### config.mk
export PLATFORM = sky130hd
export DESIGN_NAME = alsu_pipe
export DESIGN_NICKNAME = d
export VERILOG_FILES = /design/src/rtl/alsu_pkg.sv /design/src/rtl/alsu_seq_mult.sv /design/src/rtl/alsu_pipe.sv
export SDC_FILE = /design/constraint.sdc
export NUM_CORES = 1
export LEC_CHECK = 0
export ABC_AREA = 1
export ABC_CLOCK_PERIOD_IN_PS = 5650
export CAP_MARGIN = 20
export CORE_UTILIZATION = 55
export DETAILED_ROUTE_END_ITERATION = 8
export HOLD_SLACK_MARGIN = 0.1
export PLACE_DENSITY = 0.78
export SYNTH_ARGS = -nofsm -noshare
export SYNTH_HDL_FRONTEND = slang
export SYNTH_SLANG_ARGS = --single-unit
### constraint.sdc
create_clock -name clk -period 5.65 [get_ports clk]
set_clock_uncertainty 0.05 [all_clocks]
set_input_delay 0.565 -clock clk [delete_from_list [all_inputs] [get_ports clk]]
set_output_delay 0.565 -clock clk [all_outputs]
set_load 0.01 [all_outputs]
### src/rtl/alsu_pkg.sv
// Shared types and helpers for the ALSU pipeline.
//   opcode_e   : operation codes carried on the opcode port
//   state_e    : top-level sequencing states
//   is_invalid : flags opcodes 6/7 and reductions on non-OR/XOR ops
package alsu_pkg;

  typedef enum logic [2:0] {
    OR        = 3'd0,
    XOR       = 3'd1,
    ADD       = 3'd2,
    MULT      = 3'd3,
    SHIFT     = 3'd4,
    ROTATE    = 3'd5,
    INVALID_1 = 3'd6,
    INVALID_2 = 3'd7
  } opcode_e;

  typedef enum logic {
    IDLE = 1'b0,
    MUL  = 1'b1
  } state_e;

  function automatic logic is_invalid(input opcode_e opcode,
                                      input logic    red_op_A,
                                      input logic    red_op_B);
    logic bad_code;
    logic bad_red;
    bad_code = (opcode == INVALID_1) || (opcode == INVALID_2);
    bad_red  = (red_op_A || red_op_B) && (opcode != OR) && (opcode != XOR);
    return bad_code || bad_red;
  endfunction

endpackage

### src/rtl/alsu_seq_mult.sv
// Sequential signed multiplier, one shift-add step per clock.
//   clk, rst : clock, synchronous active-high reset (aborts a running product)
//   start    : load operands a/b; steps run on the following WIDTH edges
//   a, b     : signed operands
//   done     : high in the cycle before the last step's edge; product is
//              valid (combinationally) in that same cycle
//   product  : exact signed 2*WIDTH-bit result
module alsu_seq_mult #(
  parameter int WIDTH = 3
) (
  input  logic               clk,
  input  logic               rst,
  input  logic               start,
  input  logic [WIDTH-1:0]   a,
  input  logic [WIDTH-1:0]   b,
  output logic               done,
  output logic [2*WIDTH-1:0] product
);

  localparam int PW = 2 * WIDTH;
  localparam int CW = $clog2(WIDTH);

  logic [PW-1:0]    mcand;
  logic [PW-1:0]    acc;
  logic [PW-1:0]    addend;
  logic [PW-1:0]    acc_next;
  logic [WIDTH-1:0] mplier;
  logic [CW-1:0]    steps_left;
  logic             busy;
  logic             last_step;

  assign last_step = (steps_left == '0);
  assign addend    = mplier[0] ? mcand : '0;
  // The multiplier's MSB carries negative weight, so its partial product is
  // subtracted instead of added; this keeps the result exact for all signs,
  // including the most-negative operand squared.
  assign acc_next  = last_step ? (acc - addend) : (acc + addend);
  assign done      = busy && last_step;
  assign product   = acc_next;

  always_ff @(posedge clk) begin
    if (rst) begin
      busy       <= 1'b0;
      acc        <= '0;
      mcand      <= '0;
      mplier     <= '0;
      steps_left <= '0;
    end else if (start) begin
      busy       <= 1'b1;
      acc        <= '0;
      mcand      <= {{WIDTH{a[WIDTH-1]}}, a};
      mplier     <= b;
      steps_left <= CW'(WIDTH - 1);
    end else if (busy) begin
      acc        <= acc_next;
      mcand      <= mcand << 1;
      mplier     <= mplier >> 1;
      steps_left <= steps_left - CW'(1);
      if (last_step) begin
        busy <= 1'b0;
      end
    end
  end

endmodule

### src/rtl/alsu_pipe.sv
// Handshaked ALSU: OR/XOR (with reductions), ADD, sequential MULT,
// SHIFT/ROTATE on the result register, bypass and sticky error LEDs.
//   clk, rst          : clock, synchronous active-high reset
//   in_valid/in_ready : operand handshake; ready only while IDLE
//   A, B, cin, serial_in, red_op_A/B, bypass_A/B, direction, opcode : operands
//   out, out_valid    : result register and its one-cycle write pulse
//   leds              : all-ones on error, then toggling until a valid op
//
// state | meaning
// IDLE  | accepting operands; captured non-MULT ops retire one edge later
// MUL   | multiplier stepping; source is back-pressured
module alsu_pipe
  import alsu_pkg::*;
#(
  parameter int    WIDTH          = 3,
  parameter string INPUT_PRIORITY = "A",
  parameter string FULL_ADDER     = "ON",
  parameter int    LED_W          = 16
) (
  input  logic                      clk,
  input  logic                      rst,
  input  logic                      in_valid,
  output logic                      in_ready,
  input  logic signed [WIDTH-1:0]   A,
  input  logic signed [WIDTH-1:0]   B,
  input  logic                      cin,
  input  logic                      serial_in,
  input  logic                      red_op_A,
  input  logic                      red_op_B,
  input  logic                      bypass_A,
  input  logic                      bypass_B,
  input  logic                      direction,
  input  logic [2:0]                opcode,
  output logic signed [2*WIDTH-1:0] out,
  output logic                      out_valid,
  output logic [LED_W-1:0]          leds
);

  localparam int OW      = 2 * WIDTH;
  localparam bit PRI_A   = (INPUT_PRIORITY == "A");
  localparam bit USE_CIN = (FULL_ADDER == "ON");

  state_e           state;
  logic             err;
  logic             accept;
  logic             mul_start;
  logic             mul_done;
  logic [OW-1:0]    mul_product;

  logic             cap_valid;
  opcode_e          cap_op;
  logic [WIDTH-1:0] cap_a;
  logic [WIDTH-1:0] cap_b;
  logic             cap_cin;
  logic             cap_sin;
  logic             cap_ra;
  logic             cap_rb;
  logic             cap_ba;
  logic             cap_bb;
  logic             cap_dir;

  logic             cap_inv;
  logic             cap_byp;
  logic             cap_mul;
  logic             write_now;
  logic [OW-1:0]    a_ext;
  logic [OW-1:0]    b_ext;
  logic [WIDTH-1:0] red_opnd;
  logic [OW-1:0]    res;

  assign in_ready  = (state == IDLE);
  assign accept    = in_valid && in_ready;
  // Bypass and invalid ops retire through the normal one-edge path.
  assign mul_start = accept && (opcode_e'(opcode) == MULT) && !bypass_A && !bypass_B &&
                     !is_invalid(opcode_e'(opcode), red_op_A, red_op_B);

  alsu_seq_mult #(
    .WIDTH(WIDTH)
  ) u_mult (
    .clk    (clk),
    .rst    (rst),
    .start  (mul_start),
    .a      (A),
    .b      (B),
    .done   (mul_done),
    .product(mul_product)
  );

  always_ff @(posedge clk) begin
    if (accept) begin
      cap_op  <= opcode_e'(opcode);
      cap_a   <= A;
      cap_b   <= B;
      cap_cin <= cin;
      cap_sin <= serial_in;
      cap_ra  <= red_op_A;
      cap_rb  <= red_op_B;
      cap_ba  <= bypass_A;
      cap_bb  <= bypass_B;
      cap_dir <= direction;
    end
  end

  assign cap_inv   = is_invalid(cap_op, cap_ra, cap_rb);
  assign cap_byp   = cap_ba || cap_bb;
  assign cap_mul   = (cap_op == MULT) && !cap_byp && !cap_inv;
  // A captured MULT is retired by the multiplier, not by this stage.
  assign write_now = cap_valid && !cap_mul;
  assign a_ext     = {{WIDTH{cap_a[WIDTH-1]}}, cap_a};
  assign b_ext     = {{WIDTH{cap_b[WIDTH-1]}}, cap_b};

  always_comb begin
    red_opnd = cap_ra ? cap_a : cap_b;
    if (cap_ra && cap_rb) begin
      red_opnd = PRI_A ? cap_a : cap_b;
    end
    res = '0;
    if (cap_ba && cap_bb) begin
      res = PRI_A ? a_ext : b_ext;
    end else if (cap_ba) begin
      res = a_ext;
    end else if (cap_bb) begin
      res = b_ext;
    end else if (!cap_inv) begin
      case (cap_op)
        OR:      res = (cap_ra || cap_rb) ? {{(OW-1){1'b0}}, |red_opnd} : (a_ext | b_ext);
        XOR:     res = (cap_ra || cap_rb) ? {{(OW-1){1'b0}}, ^red_opnd} : (a_ext ^ b_ext);
        ADD:     res = a_ext + b_ext + OW'(USE_CIN & cap_cin);
        SHIFT:   res = cap_dir ? {out[OW-2:0], cap_sin} : {cap_sin, out[OW-1:1]};
        ROTATE:  res = cap_dir ? {out[OW-2:0], out[OW-1]} : {out[0], out[OW-1:1]};
        default: res = '0;
      endcase
    end
  end

  always_ff @(posedge clk) begin
    if (rst) begin
      state     <= IDLE;
      cap_valid <= 1'b0;
      out       <= '0;
      out_valid <= 1'b0;
      err       <= 1'b0;
      leds      <= '0;
    end else begin
      cap_valid <= accept;
      out_valid <= 1'b0;

      if (mul_start) begin
        state <= MUL;
      end else if (mul_done) begin
        state <= IDLE;
      end

      if (mul_done) begin
        out       <= mul_product;
        out_valid <= 1'b1;
      end else if (write_now) begin
        out       <= res;
        out_valid <= 1'b1;
      end

      // Bypassed ops neither clear the error nor stop the blinking.
      if (write_now && cap_inv) begin
        err  <= 1'b1;
        leds <= '1;
      end else if (mul_done || (write_now && !cap_byp)) begin
        err  <= 1'b0;
        leds <= '0;
      end else if (err) begin
        leds <= ~leds;
      end
    end
  end

endmodule

==> impl_metrics.yaml <==
cts:
  htree_levels: 3
  cts_buffers: 9
  cts_resized: 0
  hold_buffers: 0
  clk_pin_slew_ps: 60
  cts_tree: "yes"
  clk_latency_ps: 340
  cts_max_path_buffers: 2
  cts-root-buf: "clkbuf_8"
  post_cts_buffers: 0
  clock-sinks: 60
drt:
  avgRoutedWirePerCell_um: 13.55
  ant_nets: 0
  first_pass_iters: 5
  wl_mm: 7.641
  routed_via_density: 5.353
  drtIter0Drc: 201
  drc: 0
  vias: 3019
timing:
  period_needed_ps: 2659
  slew_violations: 0
  slew_headroom_pct: 52.75
  finalSetupTns_ps: 0
  hold_viol: 0
  setup_viol_count_final: 0
  worst_slew_pin_slew_ps: 706.6
  post-route-period-util_pct: 47.06
  max_freq_ghz: 0.3761
  rsz0062_at_grt: "false"
floorplan:
  dieHeight_um: 81.13
  initial_utilization_pct: 57.48
  row_count: 28
  die_w_um: 81.13
  io_pins: 43
  dieArea_sq_um: 6581
  core_area_sq_um: 5991
grt:
  grt_overflow: 0
  grt_pass1_wl_mm: 12.20
  grt_antenna_before_repair: 0
  use_met2_pct: 40.42
  grt_max_degree: 36
  use_met1_pct: 32.13
  grt_use_met3_pct: 6.629
  grtUsageTotal_pct: 24.80
  grt_pass1_vias: 2669
  busiest_layer: "met2"
power_and_ir_drop:
  vdd_drop_max_v: 0.0002608
  p_per_area_nw_per_um2: 264.7
  p_leak_nw: 1.690
yosys:
  ys_seq_area_share_pct: 39.53
  yosys.area_share.simple_pct: 28.56
  syn_nets: 480
  synth_top_family_by_area: "simple AND/OR/NAND/NOR gates"
  synth_xor_area_share_pct: 2.035
  avgSynthCellArea_sq_um: 7.773
  synth-seq-cells: 60
  muxShareOfSynthArea_pct: 0
  yosysWarningCount: 0
  yosys.area.top_type: "dfxtp_1"
  synth_area_leaders: "dfxtp_1 26%, edfxtp_1 14%, nand2_1 13%"
  synth_top_area_share_pct: 25.58
  synth_adder_area_share_pct: 7.631
  synth_cells: 443
  synth_compound_area_share_pct: 13.30
  async_reset_ff_share_pct: 0
  post-synth-top-count-cell: "nand2_1"
  synthFlopType: "dfxtp_1"
  synth_edf_count: 16
  synth_cell_types: 39
  synth_top_cells_by_count: "117 x nand2_1, 48 x inv_1, 44 x dfxtp_1"
  syn-cell-area_sq_um: 3443
worst_setup_path:
  cp.arrival_ps: 2830
  crit_fanout: 17
  critPathKind: "in2reg"
  cpLargestDelayFamily: "buffers and inverters"
  critPathMostFrequentCell: "nor2_1"
  start_kind: "input pin"
  crit_chain: "clkdlybuf4s50_1, inv_1, nor2_1, buf_4, nand4_1, nand2_1, clkinv_1, a21oi_1, nor2_1"
  slowest_delay_ps: 600
  critPathCaptureType: "flop"
  crit_slowest_cell: "nand4_1"
  critPathBufInv: 4
  cp_data_required_time_ps: 5820
layout:
  final_util_pct: 68.48
  final_cell_count_no_fill: 564
  n_antenna_cell: 0
  synthToLayoutAreaGrowth_pct: 19.15
  drive_above_1_share_pct: 8.180
  final_nets: 521
placed_design:
  placed_cells: 548
  place.gp.congestion: 0.8843
  numPortBuffers: 42
  dpl.hpwl_mm: 5.703
worst_hold_path:
  min_path_type: "reg2reg"
run:
  max_cap_violations: 0
run_status:
  status: "finished, final reports clean"
==> metal layers <==
layer	part of all wire, %	vias up
li1	-	1547
met1	46	1382
met2	48	80
met3	5.0	10
met4	0.96	0
met5	0	-
==> cell families after synthesis <==
kind of cell               count (synthesis)
buffers and inverters                     68
AOI/OAI and AO/OA                         81
xor gates and xnor gates                   8
DFF                                       60
and+or+nand+nor                          208
adders and majority gates                 18
==> path summary, 6_finish.rpt <==
check | slack (ps) | cells after the start | endpoint | from
max reg2reg | 3100 | 15 | u_mult.acc[5] | u_mult.mplier[0]
min | 420 | 2 | u_mult.steps_left[0] | u_mult.steps_left[0]
max | 2990 | 9 | u_mult.mcand[2] | in_valid
min reg2reg | 420 | 2 | u_mult.steps_left[0] | u_mult.steps_left[0]
==> area by class of cell <==
class                      instances  area [sq um]
tap                               75         93.84
sequential                        60          1361
clock inverter                     4         72.57
clock buffer                      12         145.1
timing repair buffer              44         435.4
multi-input combinational        315          1774
fill                             503          1888
inverter                          54         220.2
==> power breakdown <==
group	leakage (nW)	total [mW]	internal [mW]	switching, mW
registers	0.516	0.493	0.468	0.0250
logic	1.07	0.173	0.0807	0.0924
clock network	0.107	0.420	0.260	0.160
total	1.69	1.09	0.808	0.278
==> tightest hold or removal path, cell delays in order, from the launching register on <==
cell     delay [ps]
dfxtp_1         310
nand2_1          60
a21oi_1          50
==> per-stage QoR <==
| stage | cell area (sq um) | worst slack (ps) | power, mW | hold WS (ps) |
|---|---|---|---|---|
| final | 4103 | 2991 | 1.086 | 416.5 |
| after global routing | 4103 | 2809 | 1.136 | 432.9 |
| after CTS | 4103 | 3046 | 1.092 | 415.7 |
| after detailed placement | 3885 | 2679 | 0.6749 | 406.8 |
| after global placement | 3885 | 2816 | 0.6697 | 402.4 |
| after floorplan | 3443 | 3314 | 0.6061 | 390.9 |
==> state kept, by name, summed over array words and instances (netlist names), 2 cells and up <==
| signal | count |
|---|---|
| u_mult.acc | 6 |
| u_mult.mplier | 3 |
| u_mult.mcand | 6 |
| cap_op | 3 |
| out | 6 |
| u_mult.steps_left | 2 |
| leds | 16 |
| cap_b | 3 |
| cap_a | 3 |
==> cell usage in the layout (no fill, tap or decap), types with 2 or more instances in the layout <==
cell type        netlist  routed
nor3_1                 4       4
o211ai_1               6       6
inv_2                  2       2
inv_1                 48      48
clkdlybuf4s50_1        0      42
clkinv_1               2       2
nand3_2                8       8
buf_4                  0       2
nand3_1               43      43
nand2_1              117     117
ha_1                  13      13
nor2_1                24      24
xor2_1                 7       7
nor2_4                 2       2
o22ai_1                2       2
clkbuf_8               0      10
fa_1                   5       5
clkbuf_1               8       2
nand3_4                2       2
a21oi_1               40      40
bufinv_16              0       2
edfxtp_1              16      16
nand4_1                2       2
or2_2                  2       2
dfxtp_1               44      44
a31oi_1                6       6
o21ai_0               21      21
(Power assumes the default switching activity.)
